### config.mk
export PLATFORM = sky130hd
export DESIGN_NAME = matrix_inv_2x2_seq
export DESIGN_NICKNAME = d
export VERILOG_FILES = /design/src/rtl/matrix_inv_2x2_seq.sv
export SDC_FILE = /design/constraint.sdc
export NUM_CORES = 2
export LEC_CHECK = 0
export BUFFER_PORTS_ARGS = -buffer_cell sky130_fd_sc_hd__clkbuf_2
export CAP_MARGIN = 20
export CORE_MARGIN = 2
export CORE_UTILIZATION = 25
export CTS_CLUSTER_SIZE = 14
export DETAILED_ROUTE_END_ITERATION = 12
export PLACE_DENSITY = 0.43
export SETUP_SLACK_MARGIN = 0.05
export SLEW_MARGIN = 20
export SYNTH_ARGS = -nofsm -noshare
export SYNTH_HDL_FRONTEND = slang
export SYNTH_SLANG_ARGS = --single-unit
### constraint.sdc
create_clock -name clk -period 8.6 [get_ports clk]
set_input_delay 1.72 -clock clk [delete_from_list [all_inputs] [get_ports clk]]
set_output_delay 1.72 -clock clk [all_outputs]
set_load 0.005 [all_outputs]
### src/rtl/matrix_inv_2x2_seq.sv
// matrix_inv_2x2_seq
//   Sequential 2x2 signed fixed-point matrix inverter, Res = adj(A) / det(A).
//   Each element of the adjugate is divided by the determinant with a
//   radix-2 restoring divider, one quotient bit per enabled clock. The
//   results are sign-corrected and saturated to WIDTH bits.
//
// Parameters
//   WIDTH  element width, two's complement, Q(WIDTH-FRAC).FRAC
//   FRAC   fractional bits of A and Res (1 <= FRAC < WIDTH-1)
//
// Ports
//   clk       clock, all logic on posedge
//   rst       asynchronous active-high reset (aborts a running inversion)
//   clk_en    clock enable; nothing advances while low
//   start     request an inversion; accepted only when idle
//   A         input matrix, captured when start is accepted
//   Res       inverse in the same Q format; held between runs
//   busy      high from the cycle after start is accepted until done
//   done      one enabled-cycle pulse when Res/sat/singular are valid
//   singular  det(A) == 0 for the last result
//   sat       bit 2*i+j set when Res[i][j] was clamped
module matrix_inv_2x2_seq #(
    parameter int WIDTH = 16,
    parameter int FRAC  = 6
) (
    input  logic                    clk,
    input  logic                    rst,
    input  logic                    clk_en,
    input  logic                    start,
    input  logic signed [WIDTH-1:0] A   [0:1][0:1],
    output logic signed [WIDTH-1:0] Res [0:1][0:1],
    output logic                    busy,
    output logic                    done,
    output logic                    singular,
    output logic [3:0]              sat
);

    localparam int N  = WIDTH + 2*FRAC;   // quotient bits / divide iterations
    localparam int DW = 2*WIDTH + 1;      // determinant width
    localparam int RW = 2*WIDTH + 2;      // divider remainder width
    localparam int CW = $clog2(N);
    localparam logic [CW-1:0] ITER_LAST = CW'(N - 1);

    localparam logic [N-1:0] POS_MAX = {{(N-WIDTH){1'b0}}, 1'b0, {(WIDTH-1){1'b1}}};
    localparam logic [N-1:0] NEG_MAG = {{(N-WIDTH){1'b0}}, 1'b1, {(WIDTH-1){1'b0}}};

    typedef enum logic [2:0] {S_IDLE, S_DET, S_DIV, S_STORE, S_DONE} state_t;

    state_t                  state;
    logic [1:0]              idx;
    logic [CW-1:0]           iter;

    logic signed [WIDTH-1:0] a_p0 [0:1][0:1];
    logic signed [DW-1:0]    det_p1;
    logic [N-1:0]            num_sr;
    logic [RW-1:0]           rem;
    logic [N-1:0]            quo;

    // Adjugate element k (row-major) at WIDTH+1 bits so -(-2**(WIDTH-1)) does not wrap.
    function automatic logic signed [WIDTH:0] adj_of(input logic [1:0] k);
        logic signed [WIDTH:0] v;
        case (k)
            2'd0:    v =  (WIDTH+1)'(a_p0[1][1]);
            2'd1:    v = -(WIDTH+1)'(a_p0[0][1]);
            2'd2:    v = -(WIDTH+1)'(a_p0[1][0]);
            default: v =  (WIDTH+1)'(a_p0[0][0]);
        endcase
        return v;
    endfunction

    function automatic logic [WIDTH-1:0] mag_of(input logic signed [WIDTH:0] v);
        return WIDTH'(v[WIDTH] ? -v : v);
    endfunction

    // Apply the sign to the quotient magnitude and clamp; returns {sat, value}.
    function automatic logic [WIDTH:0] sign_sat(input logic neg, input logic [N-1:0] q);
        logic [WIDTH-1:0] m;
        m = q[WIDTH-1:0];
        if (neg) begin
            if (q > NEG_MAG) return {1'b1, 1'b1, {(WIDTH-1){1'b0}}};
            return {1'b0, -m};
        end
        if (q > POS_MAX) return {1'b1, 1'b0, {(WIDTH-1){1'b1}}};
        return {1'b0, m};
    endfunction

    logic signed [DW-1:0]    det_c;
    logic [1:0]              nxt_idx;
    logic [N-1:0]            num_load;
    logic signed [WIDTH:0]   adj_cur;
    logic [DW-1:0]           den;
    logic [RW-1:0]           den_ext;
    logic [RW-1:0]           rem_sh;
    logic                    rem_ge;
    logic [WIDTH:0]          st_val;

    always_comb begin
        det_c    = DW'(a_p0[0][0]) * DW'(a_p0[1][1]) - DW'(a_p0[0][1]) * DW'(a_p0[1][0]);
        nxt_idx  = (state == S_DET) ? 2'd0 : idx + 2'd1;
        num_load = {mag_of(adj_of(nxt_idx)), {(2*FRAC){1'b0}}};
        adj_cur  = adj_of(idx);
        den      = det_p1[DW-1] ? DW'(-det_p1) : DW'(det_p1);
        den_ext  = {1'b0, den};
        rem_sh   = (rem << 1) | RW'(num_sr[N-1]);
        rem_ge   = (rem_sh >= den_ext);
        st_val   = sign_sat(adj_cur[WIDTH] ^ det_p1[DW-1], quo);
    end

    // Control FSM and registered outputs
    always_ff @(posedge clk or posedge rst) begin
        if (rst) begin
            state    <= S_IDLE;
            idx      <= 2'd0;
            iter     <= '0;
            busy     <= 1'b0;
            done     <= 1'b0;
            singular <= 1'b0;
            sat      <= 4'b0;
            for (int i = 0; i < 2; i++)
                for (int j = 0; j < 2; j++)
                    Res[i][j] <= '0;
        end else if (clk_en) begin
            done <= 1'b0;
            case (state)
                S_IDLE: begin
                    if (start) begin
                        sat      <= 4'b0;
                        singular <= 1'b0;
                        busy     <= 1'b1;
                        state    <= S_DET;
                    end
                end
                S_DET: begin
                    idx   <= 2'd0;
                    iter  <= '0;
                    state <= S_DIV;
                end
                S_DIV: begin
                    // The zero test needs the registered determinant, so it
                    // resolves on the first divide cycle before any result is written.
                    if (det_p1 == '0) begin
                        singular <= 1'b1;
                        sat      <= 4'b0;
                        for (int i = 0; i < 2; i++)
                            for (int j = 0; j < 2; j++)
                                Res[i][j] <= '0;
                        busy     <= 1'b0;
                        done     <= 1'b1;
                        state    <= S_DONE;
                    end else if (iter == ITER_LAST) begin
                        state <= S_STORE;
                    end else begin
                        iter <= iter + CW'(1);
                    end
                end
                S_STORE: begin
                    Res[idx[1]][idx[0]] <= $signed(st_val[WIDTH-1:0]);
                    sat[idx]            <= st_val[WIDTH];
                    iter                <= '0;
                    if (idx == 2'd3) begin
                        busy  <= 1'b0;
                        done  <= 1'b1;
                        state <= S_DONE;
                    end else begin
                        idx   <= idx + 2'd1;
                        state <= S_DIV;
                    end
                end
                S_DONE:  state <= S_IDLE;
                default: state <= S_IDLE;
            endcase
        end
    end

    // Datapath: operand capture, determinant, restoring divider
    always_ff @(posedge clk) begin
        if (clk_en) begin
            case (state)
                S_IDLE: begin
                    if (start) a_p0 <= A;
                end
                S_DET, S_STORE: begin
                    if (state == S_DET) det_p1 <= det_c;
                    num_sr <= num_load;
                    rem    <= '0;
                    quo    <= '0;
                end
                S_DIV: begin
                    num_sr <= num_sr << 1;
                    rem    <= rem_ge ? rem_sh - den_ext : rem_sh;
                    quo    <= {quo[N-2:0], rem_ge};
                end
                default: ;
            endcase
        end
    end

endmodule

# Word-level counts from Yosys, hierarchy flattened
# Cells that the tools add are included.
[word_totals]
register_bits = 267
input_bits = 68
wordCells = 135
[classes]
addsub = 9
n_mul = 2
magnitude_cmp = 9
eq_ne = 16
mux = 53
n_bitwise = 4
reduce_logical = 23
[ops]
columns = ["op", "count"]
rows = [
  ["$pmux W64 S2", 1],
  ["$pmux W28 S2", 2],
  ["$mux W17", 6],
  ["$pmux W17 S3", 2],
  ["$mux W33", 2],
  ["$pmux W33 S2", 1],
  ["$bwmux W64", 1],
  ["$mul A16 B16 Y32", 2],
  ["$mux W64", 1],
  ["$ge A34 B33 Y1", 1],
  ["$neg A16 Y17", 2],
  ["$or A34 B1 Y34", 1],
  ["$logic_not A33 Y1", 1],
  ["$neg A33 Y33", 1],
  ["$sub A32 B32 Y33", 1],
  ["$sub A33 B33 Y33", 1],
  ["$demux W32 S1", 1],
  ["$mux W16", 2],
  ["$mux W32", 1],
  ["$neg A16 Y16", 2],
  ["$gt A28 B15 Y1 const B", 1],
  ["$gt A28 B16 Y1 const B", 1],
  ["$demux W16 S1", 1],
  ["$reduce_and A3 Y1", 5],
  ["other kinds (37)", 76],
]

# Longest topological paths before layout
[logic_depth]
word_depth = 11
ltp_mapped = 30

# Worst setup path before layout
# No wires, ideal clock.
[synth_timing]
kind = "register to register"
startpoint = "reg a_p0[47] in the netlist's numbering"
endpoint = "reg det_p1[32], data pin"
arrival_ns = 7.714
t_required_ns = 8.340
path_slack_ns = 0.626
stages_incl_launch_ff = 26
path_cell_list = "edfxtp_1 > clkbuf_1 > nand2_1 > inv_1 > fa_1 > fa_1 > fa_1 > inv_1 > fa_1 > fa_1 > fa_1 > fa_1 > inv_1 > fa_1 > inv_1 > ha_1 > a21o_1 > a21o_1 > a21o_1 > a21o_1 > a21oi_1 > o21ai_0 > a2111oi_0 > o31ai_1 > a21oi_1 > xnor2_1"
[synth_between]
elab_chain_len = 2
[synth_lines]
columns = ["item", "line_no", "rtl"]
rows = [
  ["start: declaration", "53", "logic signed [WIDTH-1:0] a_p0 [0:1][0:1];"],
  ["start signal: assignment", "180", "if (start) a_p0 <= A;"],
  ["$mul A16 B16 Y32", "98", "det_c = DW'(a_p0[0][0]) * DW'(a_p0[1][1]) - DW'(a_p0[0][1]) * DW'(a_p0[1][0]);"],
  ["$sub A32 B32 Y33", "98", ""],
  ["via det_c[32]", "87", "logic signed [DW-1:0] det_c;"],
  ["end signal: assignment", "183", "if (state == S_DET) det_p1 <= det_c;"],
  ["end: declaration", "54", "logic signed [DW-1:0] det_p1;"],
]
# The timed path passes the listed nets, and every way through them passes these cells.
# A chain may end at the register's enable or synchronous reset.

# Worst setup path after layout
[layout_timing]
startpoint = "reg a_p0[40] in the netlist's numbering"
endpoint = "reg det_p1[32], data pin"
# Same word-level chain as after synthesis.

==> reports/qor.yml <==
sta:
  finalHoldViolations: 0
  tns_ns: 0
  fin_crit_sh: 0.9320
  finalSetupViolations: 0
  period_minus_slack_ns: 8.015
  rsz0062_at_grt: "no"
  final_max_slew_viol_count: 0
  worst_pin_slew_ns: 1.066
  fin_worst_skew_ns: 0.03349
  slew_headroom: 0.2893
  max_freq_ghz: 0.1248
synthesis:
  synthTopCellsByCount: "714 x inv_1, 590 x fa_1, 361 x nand2_1"
  ys_async_sr_fraction: 0.3176
  ys_seq_area_frac: 0.2139
  synth_simple_gate_area_frac: 0.1453
  synth_cells: 3474
  synth_compound_area_frac: 0.07719
  ys_warn_count: 0
  ys.flop_type: "edfxtp_1"
  syn-mean-instance-area_um2: 9.761
  synth_fa_ha_area_frac: 0.4236
  synthMuxAreaShare: 0.007416
  synth_top_cell_by_area: "fa_1"
  synth_enable_flop_cells: 174
  synth_top_family_by_area: "adder cells"
  synth_nets: 4336
  synthTopCellsByArea: "fa_1 35%, edfxtp_1 15%, inv_1 7.9%"
  ys_types: 73
  synth_most_common_cell: "inv_1"
  synth_top_area_frac: 0.3483
  ys_seq_elements: 255
  syn_area_um2: 33910
  yosys.area_share.xor_xnor: 0.03771
cells_and_area:
  drive_gt1_frac: 0.09073
  multi_input_area_um2: 23500
  final_nets: 4474
  fillCellCount: 14300
  register_area_um2: 7252
  diodes: 0
  areaGrowthSynthToFinish_pct: 13.17
setup_path:
  cp-start-kind: "register"
  end_kind: "register"
  critPathSlowestCell: "edfxtp_1"
  reg2reg_depth: 23
  crit_fanout: 14
  crit_type: "reg2reg"
  path_delay_family: "adder cells"
  startpoint: "a_p0[40]$_DFFE_PP_"
  rrSetupSlack_ns: 0.58
  cp.required_ns: 8.95
  r2r-end: "det_p1[32]$_DFFE_PP_"
  path_common_cell: "fa_1"
  path_buf_inv: 3
  reg2reg_from: "a_p0[40]$_DFFE_PP_"
  worstPathCellList: "buf_4 > nand2_1 > fa_1 > fa_1 > fa_1 > fa_1 > fa_1 > fa_1 > fa_1 > inv_1 > fa_1 > inv_1 > ha_1 > a21o_1 > a21o_1 > a21o_1 > a21o_1 > a21oi_1 > o21ai_0 > a2111oi_2 > o31ai_1 > a21oi_1 > xnor2_1"
  worstPathArrival_ns: 8.36
  cp_slowest_stage_delay_ns: 0.78
grt:
  grt_pass1_vias: 25440
  grt_usage: 0.1509
  grt_max_degree: 71
  grt.overflow.total: 0
  antenna_found_initial: 8
  grt_pass1_wl_um: 157900
floorplan:
  die_h_um: 372.3
  die_area_um2: 138600
  core_area_um2: 135100
  initial_utilization: 0.2510
  num_rows: 135
  die_x_um: 372.3
  pin_count: 139
clock_network:
  clock-root-buffer: "clkbuf_16"
  cts_hold_buf: 0
  clockBufferDepth: 3
  clkTransAtPathRegs_ns: 0.06
  clkLatencyLatePin_ns: 0.59
  cts_tree: "yes"
  cts_buffers: 35
  clkSinkCount: 255
  h-tree-depth: 2
min_path:
  hold_path_end: "Res[31]$_DFFE_PP0P_"
  min-delay-start: "Res[31]$_DFFE_PP0P_"
  min_path_type: "reg2reg"
  worstHoldPathCells: 2
detailed_routing:
  post_drt_wl_per_cell_um: 18.87
  drc_errors: 0
  viasPerCell: 4.396
  drtAntennaViolNets: 0
  vias: 23820
  drtIter0Drc: 1151
  wl_um: 102200
  drtPass1Iterations: 7
outcome:
  status: "finished, final reports clean"
place:
  io_buffers: 138
  hpwl_um: 84620
  gp_congestion: 0.9179
flow_run:
  cap_viol_max_count: 0
-- sequential cells by signal (all words and copies together), names as in the netlist --
register,cells
iter,5
busy,1
done,1
singular,1
Res,64
det_p1,33
rem,33
quo,28
state,3
idx,2
num_sr,16
a_p0,64
sat,4
-- layout make-up --
cell class	count	area share
clock buffer	42	0.02403
clock inverter	20	0.007401
inverter	714	0.06987
multi-input combinational	2363	0.6123
sequential	255	0.1890
tap	1781	0.05806
timing repair buffer	243	0.03938
-- cells by family after synthesis --
| kind of cell | after synthesis |
|---|---|
| XOR/XNOR | 146 |
| adder cells (fa/ha/maj) | 794 |
| AO/OA/AOI/OAI | 413 |
| AND/OR/NAND/NOR | 985 |
| flip-flops | 255 |
| buffers and inverters | 856 |
| multiplexers | 25 |
-- cells in the final DEF, fill, tap and decap left out, types with 37 or more instances in the layout --
cell type / instances
a21oi_1: 95
and2_1: 262
and3_1: 37
buf_4: 103
clkbuf_2: 138
dfrtp_1: 81
edfxtp_1: 174
fa_1: 590
ha_1: 204
inv_1: 713
nand2_1: 361
nor2_1: 128
o21ai_0: 120
xnor2_1: 91
xor2_1: 54
-- what timing repair did --
action | 4_1_cts | 5_1_grt
hold endpoints to repair | 0 | 0
endpoints found under the setup margin | 0 | 2
buffers inserted | 0 | 7
resized for setup | 0 | 2
-- layer usage --
layer	wire (um)	track usage	vias to the layer above
met2	52140	0.2688	386
met4	2263	0.03452	4
met3	4009	0.02123	104
li1	-	-	11120
met5	26	0	-
met1	43800	0.1922	12210
-- worst reg2reg max path: stages, from the launching register on --
cell	delay [ns]
edfxtp_1	0.78
buf_4	0.27
nand2_1	0.08
fa_1	0.59
fa_1	0.44
fa_1	0.54
fa_1	0.54
fa_1	0.55
fa_1	0.52
fa_1	0.55
inv_1	0.05
fa_1	0.57
inv_1	0.10
ha_1	0.39
a21o_1	0.20
a21o_1	0.17
a21o_1	0.19
a21o_1	0.17
a21oi_1	0.12
o21ai_0	0.12
a2111oi_2	0.43
o31ai_1	0.12
a21oi_1	0.18
xnor2_1	0.08
-- metrics by stage --
step                      utilization  setup slack (ns)  area, um^2  hold WS, ns  std cells
after CTS                      0.2834            0.2422       38300       0.4839       5411
after global placement         0.2743            0.3987       37070       0.4633       5348
after floorplan                     -            0.6259       33910       0.4455       3474
after global routing           0.2840           0.08480       38380       0.5001       5418
final                          0.2840            0.5847       38380       0.4737       5418
after detailed placement       0.2745            0.2816       37100       0.4716       5349
-- worst max path at each step --
stage          depth (start not counted)              endpoint  slack (ns)
4_1_cts                               23  det_p1[32]$_DFFE_PP_        0.24
3_3_place_gp                          23  det_p1[32]$_DFFE_PP_        0.40
3_5_place_dp                          23  det_p1[32]$_DFFE_PP_        0.28
2_1_floorplan                         25  det_p1[32]$_DFFE_PP_        0.63
5_1_grt                               27  det_p1[31]$_DFFE_PP_        0.08
6_report                              23  det_p1[32]$_DFFE_PP_        0.58
Power is left out: the tool's default activity adds up to more than one toggle a clock period on the data nets, which glitch-free logic cannot reach.
